File: src/rtl/mc_ctrl_pkg.sv
// mc_controller shared definitions.
// State encoding, ALU op codes and datapath select constants.
package mc_ctrl_pkg;

    typedef enum logic [3:0] {
        S_FETCH    = 4'd0,
        S_DECODE   = 4'd1,
        S_MEMADR   = 4'd2,
        S_MEMRD    = 4'd3,
        S_MEMWB    = 4'd4,
        S_MEMWR    = 4'd5,
        S_EXECUTER = 4'd6,
        S_EXECUTEI = 4'd7,
        S_ALUWB    = 4'd8,
        S_BRANCH   = 4'd9,
        S_UNKNOWN  = 4'd10
    } state_t;

    localparam logic [1:0] ALU_ADD = 2'b00;
    localparam logic [1:0] ALU_SUB = 2'b01;
    localparam logic [1:0] ALU_AND = 2'b10;
    localparam logic [1:0] ALU_ORR = 2'b11;

    localparam logic [1:0] SRCA_REG    = 2'd0;
    localparam logic [1:0] SRCA_PC     = 2'd1;
    localparam logic [1:0] SRCA_ALUOUT = 2'd2;

    localparam logic [1:0] SRCB_WD   = 2'd0;
    localparam logic [1:0] SRCB_IMM  = 2'd1;
    localparam logic [1:0] SRCB_FOUR = 2'd2;

    localparam logic [1:0] RES_ALUOUT    = 2'd0;
    localparam logic [1:0] RES_DATA      = 2'd1;
    localparam logic [1:0] RES_ALURESULT = 2'd2;

endpackage

File: src/rtl/mc_condlogic.sv
// Condition evaluation plus the NZCV flags and CondEx_q registers.
// CondEx is sampled in DECODE; flags load only in a taken EXECUTE.
module mc_condlogic (
    input  logic       clk,
    input  logic       reset,
    input  logic [3:0] cond,
    input  logic [3:0] alu_flags,
    input  logic [1:0] flag_w,
    input  logic       latch_cond,
    input  logic       flag_upd,
    output logic       cond_ex_q
);

    logic [3:0] flags_q, flags_d;
    logic       cond_ex_d;
    logic       cond_ex;
    logic       n, z, c, v;

    assign {n, z, c, v} = flags_q;

    // ARM condition code against the current flags
    always_comb begin
        cond_ex = 1'b0;
        unique case (cond)
            4'h0: cond_ex = z;
            4'h1: cond_ex = !z;
            4'h2: cond_ex = c;
            4'h3: cond_ex = !c;
            4'h4: cond_ex = n;
            4'h5: cond_ex = !n;
            4'h6: cond_ex = v;
            4'h7: cond_ex = !v;
            4'h8: cond_ex = c && !z;
            4'h9: cond_ex = !c || z;
            4'ha: cond_ex = (n == v);
            4'hb: cond_ex = (n != v);
            4'hc: cond_ex = !z && (n == v);
            4'hd: cond_ex = z || (n != v);
            4'he: cond_ex = 1'b1;
            4'hf: cond_ex = 1'b0;
        endcase
    end

    // next flags and latched condition
    always_comb begin
        flags_d   = flags_q;
        cond_ex_d = latch_cond ? cond_ex : cond_ex_q;
        if (flag_upd && cond_ex_q) begin
            if (flag_w[1]) flags_d[3:2] = alu_flags[3:2];
            if (flag_w[0]) flags_d[1:0] = alu_flags[1:0];
        end
    end

    // flags and CondEx_q registers
    always_ff @(posedge clk or negedge reset) begin
        if (!reset) begin
            flags_q   <= 4'b0000;
            cond_ex_q <= 1'b0;
        end else begin
            flags_q   <= flags_d;
            cond_ex_q <= cond_ex_d;
        end
    end

endmodule

File: src/rtl/mc_controller.sv
// Multicycle ARM-subset control FSM.
// Enables are gated by reset so nothing writes while it is held.
module mc_controller
    import mc_ctrl_pkg::*;
(
    input  logic        clk,
    input  logic        reset,
    input  logic [31:0] Instr,
    input  logic [3:0]  ALUFlags,
    output logic        PCWrite,
    output logic        RegWrite,
    output logic        MemWrite,
    output logic        IRWrite,
    output logic        AdrSrc,
    output logic [1:0]  RegSrc,
    output logic [1:0]  ALUSrcA,
    output logic [1:0]  ALUSrcB,
    output logic [1:0]  ResultSrc,
    output logic [1:0]  ImmSrc,
    output logic [1:0]  ALUControl,
    output logic [3:0]  State
);

    state_t     state_q, state_d;
    logic [1:0] op;
    logic [1:0] alu_dec;
    logic [1:0] flag_w;
    logic       known;
    logic       cond_ex_q;
    logic       rd_pc;
    logic       pc_w, reg_w, mem_w, ir_w;
    logic       unused_bits;

    assign op          = Instr[27:26];
    assign rd_pc       = (Instr[15:12] == 4'hf);
    assign ImmSrc      = op;
    assign RegSrc      = {op == 2'b01, op == 2'b10};
    assign State       = state_q;
    assign unused_bits = ^{Instr[19:16], Instr[11:0]};

    // data-processing op and flag-write decode
    always_comb begin
        alu_dec = ALU_ADD;
        known   = 1'b1;
        unique case (Instr[24:21])
            4'b0100: alu_dec = ALU_ADD;
            4'b0010: alu_dec = ALU_SUB;
            4'b0000: alu_dec = ALU_AND;
            4'b1100: alu_dec = ALU_ORR;
            default: known = 1'b0;
        endcase
        flag_w = 2'b00;
        if (Instr[20] && known)
            flag_w = alu_dec[1] ? 2'b10 : 2'b11;
    end

    mc_condlogic u_cond (
        .clk        (clk),
        .reset      (reset),
        .cond       (Instr[31:28]),
        .alu_flags  (ALUFlags),
        .flag_w     (flag_w),
        .latch_cond (state_q == S_DECODE),
        .flag_upd   (state_q == S_EXECUTER ||
                     state_q == S_EXECUTEI),
        .cond_ex_q  (cond_ex_q)
    );

    // state register
    always_ff @(posedge clk or negedge reset) begin
        if (!reset) state_q <= S_FETCH;
        else        state_q <= state_d;
    end

    // next-state logic
    always_comb begin
        state_d = S_FETCH;
        unique case (state_q)
            S_FETCH:  state_d = S_DECODE;
            S_DECODE: begin
                unique case (op)
                    2'b00: state_d = Instr[25] ? S_EXECUTEI
                                               : S_EXECUTER;
                    2'b01: state_d = S_MEMADR;
                    2'b10: state_d = S_BRANCH;
                    2'b11: state_d = S_UNKNOWN;
                endcase
            end
            S_MEMADR:   state_d = Instr[20] ? S_MEMRD : S_MEMWR;
            S_MEMRD:    state_d = S_MEMWB;
            S_EXECUTER: state_d = S_ALUWB;
            S_EXECUTEI: state_d = S_ALUWB;
            default:    state_d = S_FETCH;
        endcase
    end

    // per-state datapath controls
    always_comb begin
        pc_w       = 1'b0;
        reg_w      = 1'b0;
        mem_w      = 1'b0;
        ir_w       = 1'b0;
        AdrSrc     = 1'b0;
        ALUSrcA    = SRCA_REG;
        ALUSrcB    = SRCB_WD;
        ResultSrc  = RES_ALUOUT;
        ALUControl = ALU_ADD;
        unique case (state_q)
            S_FETCH: begin
                ir_w      = 1'b1;
                pc_w      = 1'b1;
                ALUSrcA   = SRCA_PC;
                ALUSrcB   = SRCB_FOUR;
                ResultSrc = RES_ALURESULT;
            end
            S_DECODE: begin
                ALUSrcA   = SRCA_PC;
                ALUSrcB   = SRCB_FOUR;
                ResultSrc = RES_ALURESULT;
            end
            S_MEMADR: ALUSrcB = SRCB_IMM;
            S_MEMRD:  AdrSrc  = 1'b1;
            S_MEMWB: begin
                ResultSrc = RES_DATA;
                reg_w     = cond_ex_q;
                pc_w      = cond_ex_q && rd_pc;
            end
            S_MEMWR: begin
                AdrSrc = 1'b1;
                mem_w  = cond_ex_q;
            end
            S_EXECUTER: ALUControl = alu_dec;
            S_EXECUTEI: begin
                ALUSrcB    = SRCB_IMM;
                ALUControl = alu_dec;
            end
            S_ALUWB: begin
                reg_w = cond_ex_q;
                pc_w  = cond_ex_q && rd_pc;
            end
            S_BRANCH: begin
                ALUSrcB   = SRCB_IMM;
                ResultSrc = RES_ALURESULT;
                pc_w      = cond_ex_q;
            end
            default: ;
        endcase
    end

    assign PCWrite  = pc_w  & reset;
    assign RegWrite = reg_w & reset;
    assign MemWrite = mem_w & reset;
    assign IRWrite  = ir_w  & reset;

endmodule

File: config.mk
export PLATFORM = sky130hd
export DESIGN_NAME = mc_controller
export DESIGN_NICKNAME = d
export VERILOG_FILES = /design/src/rtl/mc_ctrl_pkg.sv /design/src/rtl/mc_condlogic.sv /design/src/rtl/mc_controller.sv
export SDC_FILE = /design/constraint.sdc
export NUM_CORES = 1
export LEC_CHECK = 0
export ABC_CLOCK_PERIOD_IN_PS = 2160
export BUFFER_PORTS_ARGS = -buffer_cell sky130_fd_sc_hd__buf_2
export CAP_MARGIN = 5
export CELL_PAD_IN_SITES_DETAIL_PLACEMENT = 1
export CELL_PAD_IN_SITES_GLOBAL_PLACEMENT = 1
export CORE_MARGIN = 2
export CORE_UTILIZATION = 25
export DETAILED_ROUTE_END_ITERATION = 10
export GPL_ROUTABILITY_DRIVEN = 0
export PLACE_DENSITY_LB_ADDON = 0.08
export SYNTH_ARGS = -nofsm -noshare
export SYNTH_HDL_FRONTEND = slang
export SYNTH_SLANG_ARGS = --single-unit
File: constraint.sdc
create_clock -name clk -period 2.16 [get_ports clk]
set_clock_uncertainty 0.15 [all_clocks]
set_input_delay 0.324 -clock clk [delete_from_list [all_inputs] [get_ports clk]]
set_output_delay 0.324 -clock clk [all_outputs]
set_load 0.02 [all_outputs]
# Word-level counts from Yosys, hierarchy flattened
# Index checks and enable logic that the tools add are counted.
[totals] regBits=9 word_cells=84 output_inout_bits=21
[op_classes] reduce_logical=25 bitwise=4 n_eq_ne=33 muxes=18
[ops] op="== test 4 bit (second input constant)" count=12
[ops] op="== test 4 x 3 -> 1 bit (second input constant)" count=9
[ops] op="== test 4 x 2 -> 1 bit (second input constant)" count=5
[ops] op="one-hot mux 4 bit (5 select lines)" count=1
[ops] op="one-hot mux 1 bit (16 select lines)" count=1
[ops] op="one-hot mux 4 bit (4 select lines)" count=1
[ops] op="logical NOT 4 bit" count=3
[ops] op="== test 4 x 1 -> 1 bit (second input constant)" count=2
[ops] op="2-to-1 mux 1 bit" count=8
[ops] op="one-hot mux 2 bit (2 select lines)" count=2
[ops] op="OR reduction 2 bit" count=4
[ops] op="one-hot mux 2 bit (3 select lines)" count=1
[ops] op="OR reduction 3 bit" count=2
[ops] op="logical AND 1 bit" count=5
[ops] op="AND 1 bit" count=4
[ops] op="== test 2 bit (second input constant)" count=2
[ops] op="logical NOT 1 bit" count=4
[ops] op="2-to-1 mux 2 bit" count=2
[ops] op="AND reduction 2 bit" count=2
[ops] op="OR reduction 4 bit" count=1
[ops] op="logical OR 1 bit" count=3
[ops] op="2-to-1 mux 3 bit" count=1
[ops] op="one-hot mux 1 bit (3 select lines)" count=1
[ops] op="== test 2 x 1 -> 1 bit (second input constant)" count=1
[ops] op="3 further kinds" count=3

# Logic depth before layout (Yosys ltp)
# Gate-level depths: netlist of the first run.
[depth] ltp_word=6 depth_mapped=5 depth_no_buf=5

# Cells and area by module
# A second synthesis of the first run with hierarchy kept.
[hier_totals] cells_unflattened=97 area_unflattened_um2=837.1
[modules_own_cells] module="mc_controller" seq_area_each_um2=100.1 instances=1 area_each_um2=508.0 cells_each=65
[modules_own_cells] module="mc_condlogic" seq_area_each_um2=125.1 instances=1 area_each_um2=329.1 cells_each=32

# Least setup slack after synthesis of the first run
# Ideal clock, no wire load.
[synth_path] path_kind="register to output" startpoint="register state_q[2], in the netlist State[2]" endpoint="output PCWrite" arrival_time_ns=2.369 path_stages_with_launch=4 path_slack_ns=-0.683 t_required_ns=1.686 path_buffers=0 cell_sequence="dfrtp_1 > nand2b_1 > a2111oi_0 > a32o_1"
[synth_via] elab_chain_cells=4 word_cells_on_any_way=7
[synth_lines] item="start, declared" line_no="mc_controller.sv:24" text="state_t state_q, state_d;"
[synth_lines] item="start signal, assigned" line_no="mc_controller.sv:72" text="else state_q <= state_d;"
[synth_lines] item="== test 4 bit / == test 4 x 3 -> 1 bit (equally long branches)" line_no="mc_controller.sv:108" text="unique case (state_q)"
[synth_lines] item="OR reduction 2 bit (no source line)"
[synth_lines] item="one-hot mux 1 bit (3 select lines) *" line_no="mc_controller.sv:108"
[synth_lines] item="AND 1 bit *" line_no="mc_controller.sv:150" text="assign PCWrite = pc_w & reset;"
[synth_lines] item="end, declared" line_no="mc_controller.sv:10" text="output logic PCWrite,"
# Mark *: on every way between the ends. The rest lies on a longest branch, timed or not.

# Final worst setup path of the first run
# Ends and elaborated chain as after synthesis.

==> out/summary.txt, run 1 <==
worst-path fanout max -> 4
Synth Area in Simple Gates -> 28.6%
Post-synth EDFFs -> 0
Post-Synth Adder-Cell Area -> 0%
row count -> 19
Post-DP HPWL -> 1670 um
clk_lat worst skew -> 250 ps
vias in the first global route -> 759
Final period util -> 94.8%
commonest non-fill, non-tap cell in the layout -> buf_2
Die Wd -> 58.0 um
Yosys reg bits -> 9
first-pass GRT wire length -> 3360 um
Yosys cell types -> 38
IO buf count -> 41
ys flop type -> dfrtp_1
Pwr Density -> 1120 nW/um2
post-synthesis mux area share -> 14.6%
clock transition at the registers of the reported paths -> 60 ps
Die Height -> 58.0 um
most frequent cells in the layout -> buf_2, dfrtp_1, nand2_1, nor2_1, a21oi_1
Crit Path Category -> reg -> out
Synth Area in Compound Gates -> 16.6%
cell family with most CP delay -> compound AO/OA/AOI/OAI gates
Antenna Violating Nets Remaining -> 0
Final Hold Fails -> 0
crit-path cells -> nand2b_1 -> a2111oi_4 -> a32o_1 -> buf_2
CTS tree -> done
Initial Util -> 26.5%
Peak VDD IR -> 708 uV
global-route usage over all layers -> 12.8%
WHS -> 148 ps
Via density -> 4.84
max-cap violations -> 0
syn nets -> 120
slowest stage delay, CP -> 440 ps
drt drc -> 0
required time of the critical path -> 1690 ps
Setup Slack @ Placement -> 203 ps
sw frac -> 49.1%
Post CTS Setup Buffer Count -> 0
# diodes -> 0
Post-Route WL -> 2030 um
Gate power share -> 63.4%
Max Clk Rate -> 488 MHz
via count -> 755
IO Count -> 59
CTS Root Cell -> clkbuf_4
R2R setup slack -> 210 ps
minimum clock period -> 2050 ps
CP Capture Type -> output port
Pre-antenna DRT Iters -> 4
H-Tree Depth -> 1
Area Overhead vs Synth -> 41.9%
CTS sink cnt -> 9
1st-iter DRT viols -> 17
Worst Slack Setup Final -> 111 ps
share of flip-flops with an asynchronous set or reset -> 100%
setup tns final -> 0 ps
arrival time worst endpoint -> 1570 ps
XOR/XNOR Fraction of Synth Area -> 2.40%
filler instances -> 336
crit path buf inv count -> 1
Core ar. -> 2760 um2
grt ovf -> 0
layout cell share with drive strength beyond 1 -> 48.8%
Worst path slowest cell -> dfrtp_2
combinational family with the most area after synthesis -> simple AND/OR/NAND/NOR gates
leak pwr -> 0.506 nW
synthesized area per cell -> 8.90 um2
clock buffer depth -> 2
Seq pwr share -> 25.9%
Seq/Total Area, Yosys -> 30.9%
internal power -> 0.589 mW
Net Switching -> 0.569 mW
RSZ-0062 raised after global routing -> no
Clock Power Share -> 10.7%
antenna violations before repair -> 0
nets -> 164
Final Setup Violations -> 0
DIE AREA -> 3370 um2
largest net degree at the start of global routing -> 19
drt wl/cell -> 13.0 um
status -> complete, no violations
Final Max Tran Viols -> 0
CP Launch Type -> flip-flop
Yosys warning count -> 0
synthesized instance count -> 82
clock buffer count from CTS -> 3
Synth Cell Area -> 729 um2
Hold Path Class -> in -> reg
-- cell type report --
type,instances,area [um2],share of cell area [%]
clock buffer,4,26.3,2.54
tap,31,38.8,3.75
sequential,9,228,22.0
timing repair buffer,46,249,24.1
inverter,2,7.51,0.726
multi-input combinational,64,485,46.9
-- Yosys cell counts (all sizes together) (2+ instances only) --
library cell,n,share of area [%]
mux2i,2,2.7
inv,2,1.0
a21oi,5,3.4
buf,5,4.3
a21boi,2,2.1
or2,2,1.7
nand2,7,3.6
dfrtp,9,31
nor2,8,5.1
nand3,3,2.1
mux2,5,8.7
nor3,2,1.4
clkbuf,2,1.0
nand2b,5,5.3
o21ai,4,2.7
nor2b,3,2.6
-- through the flow --
stage          instance area, um2  util [%]  power (mW)  std cells
4_1_cts                      1020      37.1        1.16        156
3_5_place_dp                  983      35.7        1.02        151
5_1_grt                      1030      37.5        1.26        156
2_1_floorplan                 748         -       0.782         82
3_3_place_gp                  983      35.7        1.01        151
6_report                     1030      37.5        1.16        156
-- power by group through the flow --
stage                     Clock [mW]  Combinational, mW  Sequential (mW)
after detailed placement           0              0.719            0.300
after global placement             0              0.714            0.299
final                          0.124              0.734            0.299
after floorplan                    0              0.468            0.314
after global routing           0.146              0.797            0.312
after CTS                      0.131              0.735            0.298
-- what timing repair did --
| item | 4_1_cts | 5_1_grt |
|---|---|---|
| endpoints found under the setup margin | 1 | 3 |
| endpoints found under the hold margin | 9 | 0 |
| pin swaps | 0 | 2 |
| hold buffers | 1 | 0 |
| gates resized for setup | 1 | 4 |
-- state kept, by name, summed over array words and instances, names as in the netlist --
name,flops
u_cond.flags_q,4
u_cond.cond_ex_q,1
State,4
-- path summary, 6_finish.rpt --
kind	start	to	depth (start not counted)
setup / recovery	State[2]$_DFF_PN0_	PCWrite	4
hold / removal	ALUFlags[1]	u_cond.flags_q[1]$_DFFE_PN0P_	2
setup reg to reg	State[3]$_DFF_PN0_	u_cond.flags_q[0]$_DFFE_PN0P_	5
hold reg to reg	u_cond.flags_q[1]$_DFFE_PN0P_	u_cond.flags_q[1]$_DFFE_PN0P_	1
max in group asynchronous	reset	State[0]$_DFF_PN0_	3
min in group asynchronous	reset	State[3]$_DFF_PN0_	3
-- kinds of logic after synthesis --
| family | after synthesis |
|---|---|
| and+or+nand+nor | 36 |
| AOI/OAI and AO/OA | 17 |
| DFF | 9 |
| buffers and inverters | 9 |
| muxes | 8 |
| xor gates and xnor gates | 2 |
| other | 1 |
-- per-layer routing --
| layer | track usage (%) | up-vias | routed length (um) |
|---|---|---|---|
| met2 | 21.6 | 28 | 983 |
| met1 | 17.0 | 354 | 876 |
| met3 | 1.79 | 2 | 156 |
| li1 | - | 371 | - |
| met5 | 0 | - | 0 |
| met4 | 3.99 | 0 | 16 |
(Power assumes the default switching activity.)
==> run 2: changes to the inputs <==
--- a/config.mk
+++ b/config.mk
@@ -16,2 +16,3 @@
 export GPL_ROUTABILITY_DRIVEN = 0
+export MAX_ROUTING_LAYER = met4
 export PLACE_DENSITY_LB_ADDON = 0.08
==> constraint.sdc (replaced) <==
create_clock -name clk -period 2.16 [get_ports clk]
set_clock_uncertainty 0.15 [all_clocks]
set_input_delay 0.216 -clock clk [delete_from_list [all_inputs] [get_ports clk]]
set_output_delay 0.216 -clock clk [all_outputs]
set_load 0.02 [all_outputs]
==> run 2 against run 1 <==
Net effect:
- first-iteration DRC count increased by 65%
- highest routed layer unchanged
- clock power increased by 9.7%
- worst hold slack got worse by 130 ps
- sequential power decreased by 1%
- combinational power decreased by 1%
- die area unchanged
- largest power group unchanged
- sequential cell count unchanged
- critical endpoint unchanged
- routed wire length increased by 1.6%
- sequential share of layout area decreased by 0.11 points
- critical path depth increased by 1
- maximum frequency increased by 1.1%
- critical path type unchanged
- utilization decreased by 0.23 points
==> out/summary.txt, run 2 (synthesis results as in run 1) <==
status -> complete, no violations
Worst path slowest cell -> dfrtp_1
drt wl/cell -> 13.2 um
Setup Slack @ Placement -> 209 ps
Area Overhead vs Synth -> 41.0%
required time of the critical path -> 1790 ps
clock buffer count from CTS -> 3
slowest stage delay, CP -> 410 ps
worst-path fanout max -> 6
CP Capture Type -> output port
Hold Path Cell Cnt -> 2
CTS sink cnt -> 9
Via density -> 4.78
crit-path cells -> buf_4 -> nand2b_1 -> a2111oi_4 -> a32o_1 -> buf_4
clock transition at the registers of the reported paths -> 70 ps
IO Count -> 59
launching point of the worst reg2reg path -> State[3]$_DFF_PN0_
IO buf count -> 41
drt drc -> 0
RSZ-0062 raised after global routing -> no
CP most frequent cell -> buf_4
arrival time worst endpoint -> 1660 ps
first-pass GRT wire length -> 3510 um
Post-Route WL -> 2070 um
Post CTS Setup Buffer Count -> 0
DIE AREA -> 3370 um2
Die Wd -> 58.0 um
global-route usage over all layers -> 14.0%
clock buffer depth -> 2
Final period util -> 93.8%
Peak VDD IR -> 474 uV
Final Setup Violations -> 0
Pre-antenna DRT Iters -> 4
R2R cell count -> 5
Die Height -> 58.0 um
CTS Root Cell -> clkbuf_4
r2r endpoint -> u_cond.flags_q[1]$_DFFE_PN0P_
via count -> 745
# diodes -> 0
Hold Path Class -> in -> reg
layout cell share with drive strength beyond 1 -> 46.4%
Final Hold Fails -> 0
antenna violations before repair -> 0
Crit Path Category -> reg -> out
row count -> 19
clk_lat worst skew -> 260 ps
leak pwr -> 0.506 nW
nets -> 164
Pwr Density -> 1120 nW/um2
setup tns final -> 0 ps
Post-DP HPWL -> 1670 um
Hold Crit Start -> ALUFlags[0]
Initial Util -> 26.5%
Worst Slack Setup Final -> 133 ps
max-cap violations -> 0
Final Max Tran Viols -> 0
CP Launch Type -> flip-flop
minimum clock period -> 2030 ps
CTS tree -> done
H-Tree Depth -> 1
filler instances -> 356
Antenna Violating Nets Remaining -> 0
1st-iter DRT viols -> 28
most frequent cells in the layout -> buf_2, dfrtp_1, nand2_1, nor2_1
R2R setup slack -> 200 ps
Core ar. -> 2760 um2
utilization after layout -> 37.3%
vias in the first global route -> 781
largest net degree at the start of global routing -> 19
commonest non-fill, non-tap cell in the layout -> buf_2
grt ovf -> 0
Hold EP -> u_cond.flags_q[0]$_DFFE_PN0P_
Max Clk Rate -> 493 MHz
==> run 2: per-stage QoR <==
| step | std cells | hold WS (ps) | total power, mW | area [um2] |
|---|---|---|---|---|
| after global routing | 156 | 21.8 | 1.25 | 1030 |
| after global placement | 151 | 29.5 | 0.994 | 971 |
| after floorplan | 82 | -230 | 0.767 | 736 |
| after CTS | 156 | 11.0 | 1.16 | 1020 |
| after detailed placement | 151 | 23.3 | 1.00 | 971 |
| final | 156 | 15.6 | 1.15 | 1030 |
==> run 2: power breakdown <==
| part | total (mW) | leakage (nW) | switching, mW | internal, mW |
|---|---|---|---|---|
| registers | 0.295 | 0.119 | 0.0719 | 0.223 |
| logic | 0.723 | 0.372 | 0.439 | 0.284 |
| clock network | 0.136 | 0.0150 | 0.0642 | 0.0714 |
==> run 2: final cells by class <==
type / count / area (um2) / area share [%]
Tap cell: 31 / 38.8 / 3.77
Sequential cell: 9 / 225 / 21.9
Timing Repair Buffer: 46 / 248 / 24.1
Clock buffer: 4 / 26.3 / 2.55
Multi-Input combinational cell: 64 / 483 / 47.0
Inverter: 2 / 7.51 / 0.730
==> run 2: what timing repair did <==
item                                    in CTS  in global routing
pin swaps                                    0                  2
hold buffers                                 1                  0
gates resized for setup                      1                  2
endpoints found under the hold margin        9                  0
endpoints found under the setup margin       1                  2
==> run 2: worst max-delay path by stage <==
stage | start | endpoint | slack, ps | depth (start not counted)
2_1_floorplan | State[2]$_DFF_PN0_ | PCWrite | 40 | 3
3_3_place_gp | State[3]$_DFF_PN0_ | u_cond.flags_q[1]$_DFFE_PN0P_ | 230 | 5
3_5_place_dp | State[3]$_DFF_PN0_ | u_cond.flags_q[1]$_DFFE_PN0P_ | 210 | 5
4_1_cts | State[2]$_DFF_PN0_ | PCWrite | 30 | 5
5_1_grt | State[2]$_DFF_PN0_ | PCWrite | 20 | 5
6_report | State[2]$_DFF_PN0_ | PCWrite | 130 | 5
==> run 2: per-layer routing <==
layer | vias up | global-route usage, % | wire [um]
li1 | 371 | - | -
met3 | 2 | 4.46 | 143
met5 | - | - | 0
met1 | 344 | 16.3 | 870
met4 | 0 | 1.99 | 8
met2 | 28 | 24.0 | 1040
==> run 2: worst max-delay path, delay by kind of cell, from the launching register on <==
| kind | cells | cell delay [ps] |
|---|---|---|
| DFF | 1 | 410 |
| buffers and inverters | 2 | 310 |
| and+or+nand+nor | 1 | 190 |
| AOI/OAI and AO/OA | 2 | 500 |
==> run 3: changes to the inputs <==
Settings changed: SETUP_SLACK_MARGIN set to 0.15.
==> run 3 against run 2 <==
Net effect:
- first-iteration DRC count down 61%
- sequential power hardly changed
- critical path depth stayed put
- routed wire length fell by 1.7%
- final area rose by 2.6%
==> out/summary.txt, run 3 (synthesis results as in run 1) <==
via count -> 759
CTS Root Cell -> clkbuf_4
Final period util -> 91.9%
minimum clock period -> 1990 ps
required time of the critical path -> 2150 ps
Peak VDD IR -> 618 uV
vias in the first global route -> 766
clock buffer depth -> 2
Final Hold Fails -> 0
Pwr Density -> 1130 nW/um2
Pre-antenna DRT Iters -> 4
CP Launch Type -> flip-flop
Final Setup Violations -> 0
R2R cell count -> 5
IO Count -> 59
Max Clk Rate -> 504 MHz
layout cell share with drive strength beyond 1 -> 52.4%
setup tns final -> 0 ps
Hold Path Cell Cnt -> 2
utilization after layout -> 38.2%
DIE AREA -> 3370 um2
drt wl/cell -> 12.9 um
commonest non-fill, non-tap cell in the layout -> buf_2
Core ar. -> 2760 um2
Hold Path Class -> in -> reg
filler instances -> 349
Via density -> 4.83
Post-DP HPWL -> 1640 um
first-pass GRT wire length -> 3440 um
nets -> 165
clk_lat worst skew -> 250 ps
Hold Crit Start -> ALUFlags[3]
Die Wd -> 58.0 um
row count -> 19
R2R setup slack -> 170 ps
Crit Path Category -> reg -> reg
clock transition at the registers of the reported paths -> 60 ps
largest net degree at the start of global routing -> 19
antenna violations before repair -> 0
1st-iter DRT viols -> 11
Initial Util -> 26.5%
r2r endpoint -> u_cond.flags_q[0]$_DFFE_PN0P_
CP Capture Type -> flip-flop
leak pwr -> 0.509 nW
drt drc -> 0
IO buf count -> 41
global-route usage over all layers -> 13.8%
Final Max Tran Viols -> 0
launching point of the worst reg2reg path -> State[3]$_DFF_PN0_
Power, Total -> 1.20 mW
max-cap violations -> 0
Post-Route WL -> 2030 um
Area Overhead vs Synth -> 44.6%
RSZ-0062 raised after global routing -> yes
WHS -> 42.4 ps
status -> complete, no violations
Antenna Violating Nets Remaining -> 0
arrival time worst endpoint -> 1970 ps
CTS tree -> done
clock buffer count from CTS -> 3
grt ovf -> 0
Die Height -> 58.0 um
Hold EP -> u_cond.flags_q[3]$_DFFE_PN0P_
worst-path fanout max -> 5
# diodes -> 0
most frequent cells in the layout -> buf_2, nand2_1, nor2_1
CTS sink cnt -> 9
H-Tree Depth -> 1
-- run 3: cell types whose count changed in the layout (fill, tap and decap cells not counted), sizes merged --
cell / change
buf: +1
-- run 3: repair_timing --
action	4_1_cts	5_1_grt
hold endpoints to repair	9	0
hold buffers	1	0
gates resized for setup	1	3
setup endpoints to repair	2	3
buffers inserted	1	0
pin swaps	0	2
-- run 3: how the worst max path moves through the flow --
stage / start / end / slack [ps] / cells after the start
finish: State[3]$_DFF_PN0_ / u_cond.flags_q[0]$_DFFE_PN0P_ / 170 / 5
global route: State[3]$_DFF_PN0_ / u_cond.flags_q[0]$_DFFE_PN0P_ / 120 / 5
CTS: State[2]$_DFF_PN0_ / PCWrite / 160 / 4
detailed placement: State[3]$_DFF_PN0_ / u_cond.flags_q[0]$_DFFE_PN0P_ / 180 / 5
global placement: State[3]$_DFF_PN0_ / u_cond.flags_q[0]$_DFFE_PN0P_ / 190 / 5
floorplan: State[0]$_DFF_PN0_ / MemWrite / 100 / 3
-- run 3: critical path, stage by stage, from the launching register on --
cell and delay [ps]:
dfrtp_2 400, nand2b_4 170, or3b_4 390, a211o_4 310, nor2_4 140, mux2_4 310
-- run 3: layer usage --
metal  share of wire (%)  up-vias  GRT usage [%]  wire length [um]
li1                    -      379              -                 -
met1                  46      352           17.5               926
met2                  48       26           22.4               967
met3                 5.9        2           2.01               120
met4                0.74        0           4.98                15
met5                   0        -              -                 0
-- run 3: per-stage QoR --
| step | setup WS [ps] | std cells | instance area [um2] |
|---|---|---|---|
| after floorplan | 99.2 | 82 | 763 |
| after global placement | 193 | 151 | 996 |
| after detailed placement | 183 | 151 | 996 |
| after CTS | 162 | 157 | 1040 |
| after global routing | 117 | 157 | 1050 |
| final | 175 | 157 | 1050 |
-- run 3: area by class of cell --
type | count | area (um2) | area share, %
timing repair buffer | 47 | 253 | 24.0
tap | 31 | 38.8 | 3.68
multi-input combinational | 64 | 500 | 47.4
sequential | 9 | 229 | 21.7
clock buffer | 4 | 26.3 | 2.49
inverter | 2 | 7.51 | 0.712
-- run 3: where the power goes --
group	switching, mW	internal, mW	total [mW]
Combinational	0.459	0.315	0.774
Sequential	0.0659	0.228	0.294
Clock	0.0564	0.0711	0.127
Total	0.581	0.614	1.20
